**src/rtl/block_checker_pro_if.sv**
```systemverilog
// Character-stream handshake and status bundle for block_checker_pro.
// DEPTH_W here must match the DEPTH_W parameter of the checker that uses it.
interface block_checker_pro_if #(
    parameter int DEPTH_W = 8
);
    logic               clr;
    logic               in_valid;
    logic [7:0]         in;
    logic               result;
    logic [DEPTH_W-1:0] depth;
    logic               err_unf;
    logic               err_ovf;

    modport master (
        output clr, in_valid, in,
        input  result, depth, err_unf, err_ovf
    );

    modport slave (
        input  clr, in_valid, in,
        output result, depth, err_unf, err_ovf
    );
endinterface

```
**src/rtl/block_checker_pro.sv**
```systemverilog
// Streaming begin/end nesting checker: tracks keywords word by word and commits
// depth changes on each separator, with sticky underflow/overflow flags.
//
// state    | meaning
// ---------+---------------------------------------------
// ST_SEP   | last character was a separator (or reset)
// ST_B..   | prefix of "begin" matched so far
// ST_BEGIN | whole word so far is "begin"
// ST_E..   | prefix of "end" matched so far
// ST_END   | whole word so far is "end"
// ST_OTHER | current word can no longer be a keyword
module block_checker_pro #(
    parameter int DEPTH_W   = 8,
    parameter int CASE_SENS = 0,
    parameter int WS_EXT    = 0
) (
    input  logic                clk,
    input  logic                reset,
    block_checker_pro_if.slave  bus
);

    typedef enum logic [3:0] {
        ST_SEP,
        ST_B,
        ST_BE,
        ST_BEG,
        ST_BEGI,
        ST_BEGIN,
        ST_E,
        ST_EN,
        ST_END,
        ST_OTHER
    } state_t;

    state_t               r_state;
    logic [DEPTH_W-1:0]   r_depth;
    logic                 r_err_unf;
    logic                 r_err_ovf;

    logic [7:0]           w_ch;
    logic                 w_sep;
    state_t               w_next;
    logic                 w_eff_zero;
    logic                 w_depth_full;
    logic                 w_depth_zero;

    // Only A-Z are folded; everything else is compared verbatim.
    always_comb begin
        w_ch = bus.in;
        if (CASE_SENS == 0 && bus.in >= 8'h41 && bus.in <= 8'h5A) begin
            w_ch = bus.in | 8'h20;
        end
    end

    always_comb begin
        w_sep = (bus.in == 8'h20);
        if (WS_EXT != 0 && (bus.in == 8'h09 || bus.in == 8'h0A || bus.in == 8'h0D)) begin
            w_sep = 1'b1;
        end
    end

    always_comb begin
        w_next = ST_OTHER;
        if (w_sep) begin
            w_next = ST_SEP;
        end else begin
            case (r_state)
                ST_SEP:  w_next = (w_ch == "b") ? ST_B : ((w_ch == "e") ? ST_E : ST_OTHER);
                ST_B:    w_next = (w_ch == "e") ? ST_BE    : ST_OTHER;
                ST_BE:   w_next = (w_ch == "g") ? ST_BEG   : ST_OTHER;
                ST_BEG:  w_next = (w_ch == "i") ? ST_BEGI  : ST_OTHER;
                ST_BEGI: w_next = (w_ch == "n") ? ST_BEGIN : ST_OTHER;
                ST_E:    w_next = (w_ch == "n") ? ST_EN    : ST_OTHER;
                ST_EN:   w_next = (w_ch == "d") ? ST_END   : ST_OTHER;
                default: w_next = ST_OTHER;
            endcase
        end
    end

    assign w_depth_full = &r_depth;
    assign w_depth_zero = (r_depth == '0);

    always_ff @(posedge clk or posedge reset) begin
        if (reset) begin
            r_state   <= ST_SEP;
            r_depth   <= '0;
            r_err_unf <= 1'b0;
            r_err_ovf <= 1'b0;
        end else if (bus.clr) begin
            r_state   <= ST_SEP;
            r_depth   <= '0;
            r_err_unf <= 1'b0;
            r_err_ovf <= 1'b0;
        end else if (bus.in_valid) begin
            r_state <= w_next;
            if (w_sep) begin
                if (r_state == ST_BEGIN) begin
                    if (w_depth_full) begin
                        r_err_ovf <= 1'b1;
                    end else begin
                        r_depth <= r_depth + DEPTH_W'(1);
                    end
                end else if (r_state == ST_END) begin
                    if (w_depth_zero) begin
                        r_err_unf <= 1'b1;
                    end else begin
                        r_depth <= r_depth - DEPTH_W'(1);
                    end
                end
            end
        end
    end

    // A pending keyword is reflected before its separator commits it.
    always_comb begin
        case (r_state)
            ST_BEGIN: w_eff_zero = 1'b0;
            ST_END:   w_eff_zero = (r_depth == DEPTH_W'(1));
            default:  w_eff_zero = w_depth_zero;
        endcase
    end

    assign bus.result  = !r_err_unf && !r_err_ovf && w_eff_zero;
    assign bus.depth   = r_depth;
    assign bus.err_unf = r_err_unf;
    assign bus.err_ovf = r_err_ovf;

endmodule

```
**src/flat_wrapper.sv**
```systemverilog
// flat-port wrapper written by rule: the top's interface ports become plain ports
module block_checker_pro_flat 
#(
    parameter int DEPTH_W   = 8,
    parameter int CASE_SENS = 0,
    parameter int WS_EXT    = 0
)
  (clk, reset, bus_clr, bus_in_valid, bus_in, bus_result, bus_depth, bus_err_unf, bus_err_ovf);
  block_checker_pro_if #(.DEPTH_W(DEPTH_W)) bus_i ();
  input  logic clk;
  input  logic reset;
  input wire logic [$bits(bus_i.clr)-1:0] bus_clr;
  input wire logic [$bits(bus_i.in_valid)-1:0] bus_in_valid;
  input wire logic [$bits(bus_i.in)-1:0] bus_in;
  output wire logic [$bits(bus_i.result)-1:0] bus_result;
  output wire logic [$bits(bus_i.depth)-1:0] bus_depth;
  output wire logic [$bits(bus_i.err_unf)-1:0] bus_err_unf;
  output wire logic [$bits(bus_i.err_ovf)-1:0] bus_err_ovf;
  assign bus_i.clr = bus_clr;
  assign bus_i.in_valid = bus_in_valid;
  assign bus_i.in = bus_in;
  assign bus_result = bus_i.result;
  assign bus_depth = bus_i.depth;
  assign bus_err_unf = bus_i.err_unf;
  assign bus_err_ovf = bus_i.err_ovf;
  block_checker_pro #(.DEPTH_W(DEPTH_W), .CASE_SENS(CASE_SENS), .WS_EXT(WS_EXT)) u_core (.clk(clk), .reset(reset), .bus(bus_i));
endmodule
```
**config.mk**
```make
export PLATFORM = sky130hd
export DESIGN_NAME = block_checker_pro_flat
export DESIGN_NICKNAME = d
export VERILOG_FILES = /design/src/rtl/block_checker_pro_if.sv /design/src/rtl/block_checker_pro.sv /design/src/flat_wrapper.sv
export SDC_FILE = /design/constraint.sdc
export NUM_CORES = 1
export LEC_CHECK = 0
export ABC_AREA = 1
export ABC_CLOCK_PERIOD_IN_PS = 1500
export CORE_MARGIN = 2
export CORE_UTILIZATION = 49
export CTS_CLUSTER_DIAMETER = 30
export DETAILED_ROUTE_END_ITERATION = 8
export HOLD_SLACK_MARGIN = 0.06
export PLACE_DENSITY_LB_ADDON = 0.2
export SYNTH_ARGS = -nofsm -noshare
export SYNTH_HDL_FRONTEND = slang
export SYNTH_SLANG_ARGS = --single-unit
```
**constraint.sdc**
```tcl
create_clock -name clk -period 1.5 [get_ports clk]
set_input_delay 0.225 -clock clk [delete_from_list [all_inputs] [get_ports clk]]
set_output_delay 0.225 -clock clk [all_outputs]
set_load 0.05 [all_outputs]
```
Word level (Yosys, flattened, before mapping)
Cells that the tools add are included.
- flip-flop bits (word level): 14
- latch bits: 0
- RAM bits: 0
- ROM bits: 0
- input bits: 12
- output and inout port bits: 11
- memories: 0
- add/sub/neg operators: 2
- multiply operators: 0
- divide/modulo/power cells: 0
- order comparisons: 2
- equality and inequality tests: 19
- shift-type cells: 0
- mux-type cells: 32
- bitwise operators: 0
- reductions and logical operators: 18
- operators by type and width (operator ; number):
    8-bit two-way mux ; 7
    8-bit by 7-bit == test with 1-bit output, second input constant ; 6
    4-bit two-way mux ; 10
    4-bit case mux with 7 select lines ; 1
    4-bit by 3-bit == test with 1-bit output, second input constant ; 4
    1-bit two-way mux ; 12
    2-bit nonzero test ; 6
    5-bit AND reduction ; 2
    8-bit by 1-bit adder with 8-bit output, second input constant ; 1
    4-bit by 2-bit == test with 1-bit output, second input constant ; 2
    8-bit by 1-bit == test with 1-bit output, second input constant ; 1
    8-bit by 6-bit == test with 1-bit output, second input constant ; 1
    8-bit by 7-bit greater-or-equal comparator with 1-bit output, second input constant ; 1
    8-bit by 7-bit <= comparator with 1-bit output, second input constant ; 1
    8-bit zero test ; 1
    8-bit AND reduction ; 1
    8-bit by 1-bit subtractor with 8-bit output, second input constant ; 1
    6-bit two-way mux ; 1
    3-bit inequality test, second input constant ; 2
    4-bit by 1-bit == test with 1-bit output, second input constant ; 1
    4-bit == test, second input constant ; 1
    4-bit zero test ; 1
    4-bit AND reduction ; 1
    1-bit logical AND ; 3
    4 further kinds ; 5

Logic depth before layout (Yosys ltp)
- depth in word-level cells: 10
- depth in mapped cells: 12
- depth with buffers taken out: 11

Worst setup path before layout
Ideal clock, no wire load.
- path type: reg2out
- from: register u_core.r_depth[4] (netlist: u_core.bus.depth[4])
- to: output bus_result
- arrival: 2.442 ns
- setup slack: -1.167 ns
- cell stages (with the launch flop): 7
- path buffers: 1
- path through: dfrtp_1 buf_2 nor2_1 nand3_1 nor2_1 nand2_1 a211oi_1
- cells in the longest elaborated chain, start to end: 3
- elaborated cells on any way between the ends: 4
- classes of those cells: eq/ne: 1; mux: 1; reduce/logical: 2
- RTL lines (element ; line ; text):
    from (decl) ; block_checker_pro.sv:36 ; logic [DEPTH_W-1:0] r_depth;
    from (signal assigned) ; block_checker_pro.sv:101 ; r_depth <= r_depth + DEPTH_W'(1);
    from (signal assigned) ; block_checker_pro.sv:107 ; r_depth <= r_depth - DEPTH_W'(1);
    8-bit by 1-bit == test with 1-bit output / 8-bit zero test (equally long branches) ; block_checker_pro.sv:118, block_checker_pro.sv:81 ;
    1-bit case mux with 2 select lines (*) ; block_checker_pro.sv:116 ; case (r_state)
    1-bit logical AND (*) ; block_checker_pro.sv:123 ; assign bus.result = !r_err_unf && !r_err_ovf && w_eff_zero;
    to (decl) ; flat_wrapper.sv:15 ; output wire logic [$bits(bus_i.result)-1:0] bus_result;
Every way passes the cells marked *; elsewhere a longest branch is shown, timed or not.

Worst setup path after layout
- from: register u_core.r_depth[0] (netlist: u_core.bus.depth[0])
- to: output bus_result
The elaborated chain is that of the path after synthesis.

==> impl_results.md <==
- Status: finished with violations
- Failing checks: setup timing
- Fraction of layout cells with a size suffix above 1: 0.502
- Clock skew: 13.7 ps
- Post-Synthesis Cells: 220
- Fill count: 101
- Vias post-DR: 2126
- R2R cell count: 9
- RSZ-0062 raised after global routing: yes
- Root buf cell: clkbuf_4
- Vias/cell: 6.48
- Rows: 19
- Core area: about 2800 um2
- Worst reg2reg startpoint: u_core.r_state[0]
- Vias in the first global route: 1843
- Worst path max stage delay: ~460 ps
- CTS tree: done
- Clock slew at reported path FFs: around 110 ps
- GRT Overall Usage: 0.293
- Max_cap viols: 0
- Area growth syn-to-layout: 75.9%
- CTS Buf Count: 3
- TritonRoute pass-1 iters: 5
- Final slew viol count: 0
- First-pass GRT wire length: 7780 um
- Final setup fails: 13
- Delay-heaviest family, CP: flip-flops
- Critical path, cell by cell: inv_2 -> ha_1 -> nand2_1 -> nor2_2 -> nand2_1 -> a211oi_4 -> buf_12
- Slew at the pin closest to its max-slew limit: 301 ps
- Clock Tree Buf Depth: 2
- Initial antenna violation count: 0
- Clock H-tree levels: 1
- Worst EP arrival: 1900 ps
- Final Util: 0.919
- Slowest stage cell, crit path: dfrtp_2
- P_leak: roughly 1.2 nW
- Worst path bufs/invs: 2
- Hold Vio Cnt, Final: 0
- 1st-iter DRT viols: roughly 210
- Place WS: -388 ps
- Worst min-delay path category: input port to async pin
- Worst R2R Setup Slack: -400 ps
- Syn. warnings: 0
- Seq/Total Area, Yosys: 0.241
- Synth Cell Area: 1450 um2
- Setup CP Type: flip-flop to primary output
- PD cells: 1570 nW/um2
- Post-route clock period utilization: 1.42
- Max VDD drop: 2.36 mV
- Ant. Diodes: 0
- Congestion Overflow GR: 0
- Setup_tns: -3560 ps
- HPWL after detailed placement: 3310 um
- Final Worst Setup Slack: -625 ps
- IO Pins: 23
- Worst slew margin: 0.799
- FMAX: 471 MHz
- CTS sink cnt: 14
- R2r endpoint: u_core.bus.depth[7]
- DRC Markers: 0
- CP Launch Type: flip-flop
- Post-route ant nets: 0
- Pin count of the biggest net entering global routing: 15
- Initial Util: 0.523
- Hold-fix buffers, CTS: 0
- DIE AREA: 3420 um2
- WL/cell: 21.0 um
- Worst-Skew Late Latency: 320 ps
- Mean area per synthesized cell: 6.61 um2
- Die Wd: 58.5 um
- PortBufs: 22
- Cell mode on critical path: nand2_1
- Minimum clock period: between 2000 and 2500 ps
- Worst path required time: 1270 ps
- Crit Path Max Fanout: 5
- Die Y: around 58 um
- WL final: slightly below 7000 um
- Layout Nets: 314
- #FFs+latches synth: 14
- GP Congestion: 0.897
- Net Count, Synth: 236
- Count of different cell masters after synthesis: 31
- Worst setup EP type: primary output
cells in the mapped netlist:
master / instances / area share
nand2_1: 57 / 0.15
nor2_1: 29 / 0.075
nand3_1: 23 / 0.079
inv_1: 17 / 0.044
dfrtp_1: 14 / 0.24
xor2_1: 10 / 0.060
nand4_1: 8 / 0.034
nor3_1: 8 / 0.028
o21ai_0: 6 / 0.021
inv_2: 5 / 0.013
o21ai_2: 5 / 0.030
buf_2: 4 / 0.014
ha_1: 4 / 0.034
nand2_2: 4 / 0.017
nand2_4: 4 / 0.031
o21ai_1: 4 / 0.014
nor3_2: 2 / 0.014
nor3b_1: 2 / 0.010
or2_1: 2 / 0.0086
a211oi_1: 1 / 0.0052
a21oi_1: 1 / 0.0034
and3_1: 1 / 0.0043
buf_6: 1 / 0.0077
clkbuf_1: 1 / 0.0026
inv_6: 1 / 0.0060
nand4_2: 1 / 0.0086
nand4_4: 1 / 0.015
nor2_4: 1 / 0.0077
nor2_8: 1 / 0.014
o21a_1: 1 / 0.0052
xnor2_1: 1 / 0.0060
what timing repair did:
| action | CTS | global route |
|---|---|---|
| gates resized for setup | 16 | 39 |
| hold endpoints to repair | 0 | 0 |
| setup buffers | 4 | 2 |
| gates cloned | 1 | 0 |
| setup endpoints to repair | 15 | 15 |
| pin swaps | 9 | 13 |
per-stage QoR:
stage | instances | instance area (um2) | total power [mW] | hold slack, ps
6_report | 328 | 2560 | 4.00 | 208
5_1_grt | 328 | 2560 | 4.16 | 244
4_1_cts | 327 | 2390 | 3.61 | 251
3_5_place_dp | 318 | 2240 | 3.24 | 512
3_3_place_gp | 318 | 2240 | 3.17 | 488
2_1_floorplan | 220 | 1540 | 2.15 | 114
logic make-up (layout without fill, tap and decap cells):
family          count (synthesis)  in the layout  synth area share
xor+xnor                       11             11            0.0663
compound gates                 18             18            0.0783
buf+inv                        29            105            0.0869
simple gates                  144            145             0.493
fa+ha+maj                       4              4            0.0344
flops                          14             14             0.241
where the power goes:
part | switching, mW | internal (mW) | total [mW] | leakage [nW]
clock | 0.159 | 0.149 | 0.308 | 0.0210
sequential | 0.0898 | 0.492 | 0.582 | 0.176
combinational | 1.82 | 1.30 | 3.11 | 1.04
total | 2.07 | 1.94 | 4.00 | 1.23
worst min-delay path, cell delays in order:
cell and delay (ps):
clkdlybuf4s50_1 400, inv_1 50, buf_4 220
registers in the layout, indices dropped and copies added, names as in the netlist:
register and count:
u_core.r_state 4, u_core.bus.depth 8, u_core.bus.err_unf 1, u_core.bus.err_ovf 1
area by class of cell:
class,instances,area [um2],share of cell area
Multi-Input combinational cell,178,1250,0.490
Clock buffer,4,36.3,0.0142
Tap cell,31,38.8,0.0152
Timing Repair Buffer,78,776,0.303
Inverter,23,93.8,0.0367
Sequential cell,14,360,0.141
how the worst max path moves through the flow:
stage / startpoint / endpoint / slack [ps] / cells after the start
detailed placement: bus_in[3] / u_core.bus.depth[3] / -390 / 8
floorplan: u_core.r_state[0] / bus_result / -340 / 4
global placement: u_core.r_state[0] / bus_result / -320 / 5
CTS: u_core.r_state[1] / bus_result / -590 / 5
finish: u_core.bus.depth[0] / bus_result / -630 / 7
global route: u_core.bus.depth[1] / bus_result / -680 / 7
routing by layer:
metal,vias to the layer above,GRT usage,routed length (um)
li1,876,-,-
met1,946,0.370,2300
met2,231,0.474,3080
met3,73,0.0747,973
met4,0,0.126,530
met5,-,0,0
layout by cell type (no fill, tap or decap), types with 4 or more instances in the layout:
cell	count
buf_12	11
buf_4	52
buf_6	4
clkdlybuf4s50_1	7
dfrtp_1	6
dfrtp_2	8
dlymetal6s2s_1	4
inv_1	16
inv_2	5
nand2_1	45
nand2_2	15
nand2_4	4
nand3_1	16
nand3_2	4
nand4_1	8
nor2_1	19
nor2_2	6
nor2_4	5
nor3_2	6
o21ai_0	5
o21ai_1	4
o21ai_2	5
xor2_1	10
Note: power is estimated with default switching activity, not from simulation.
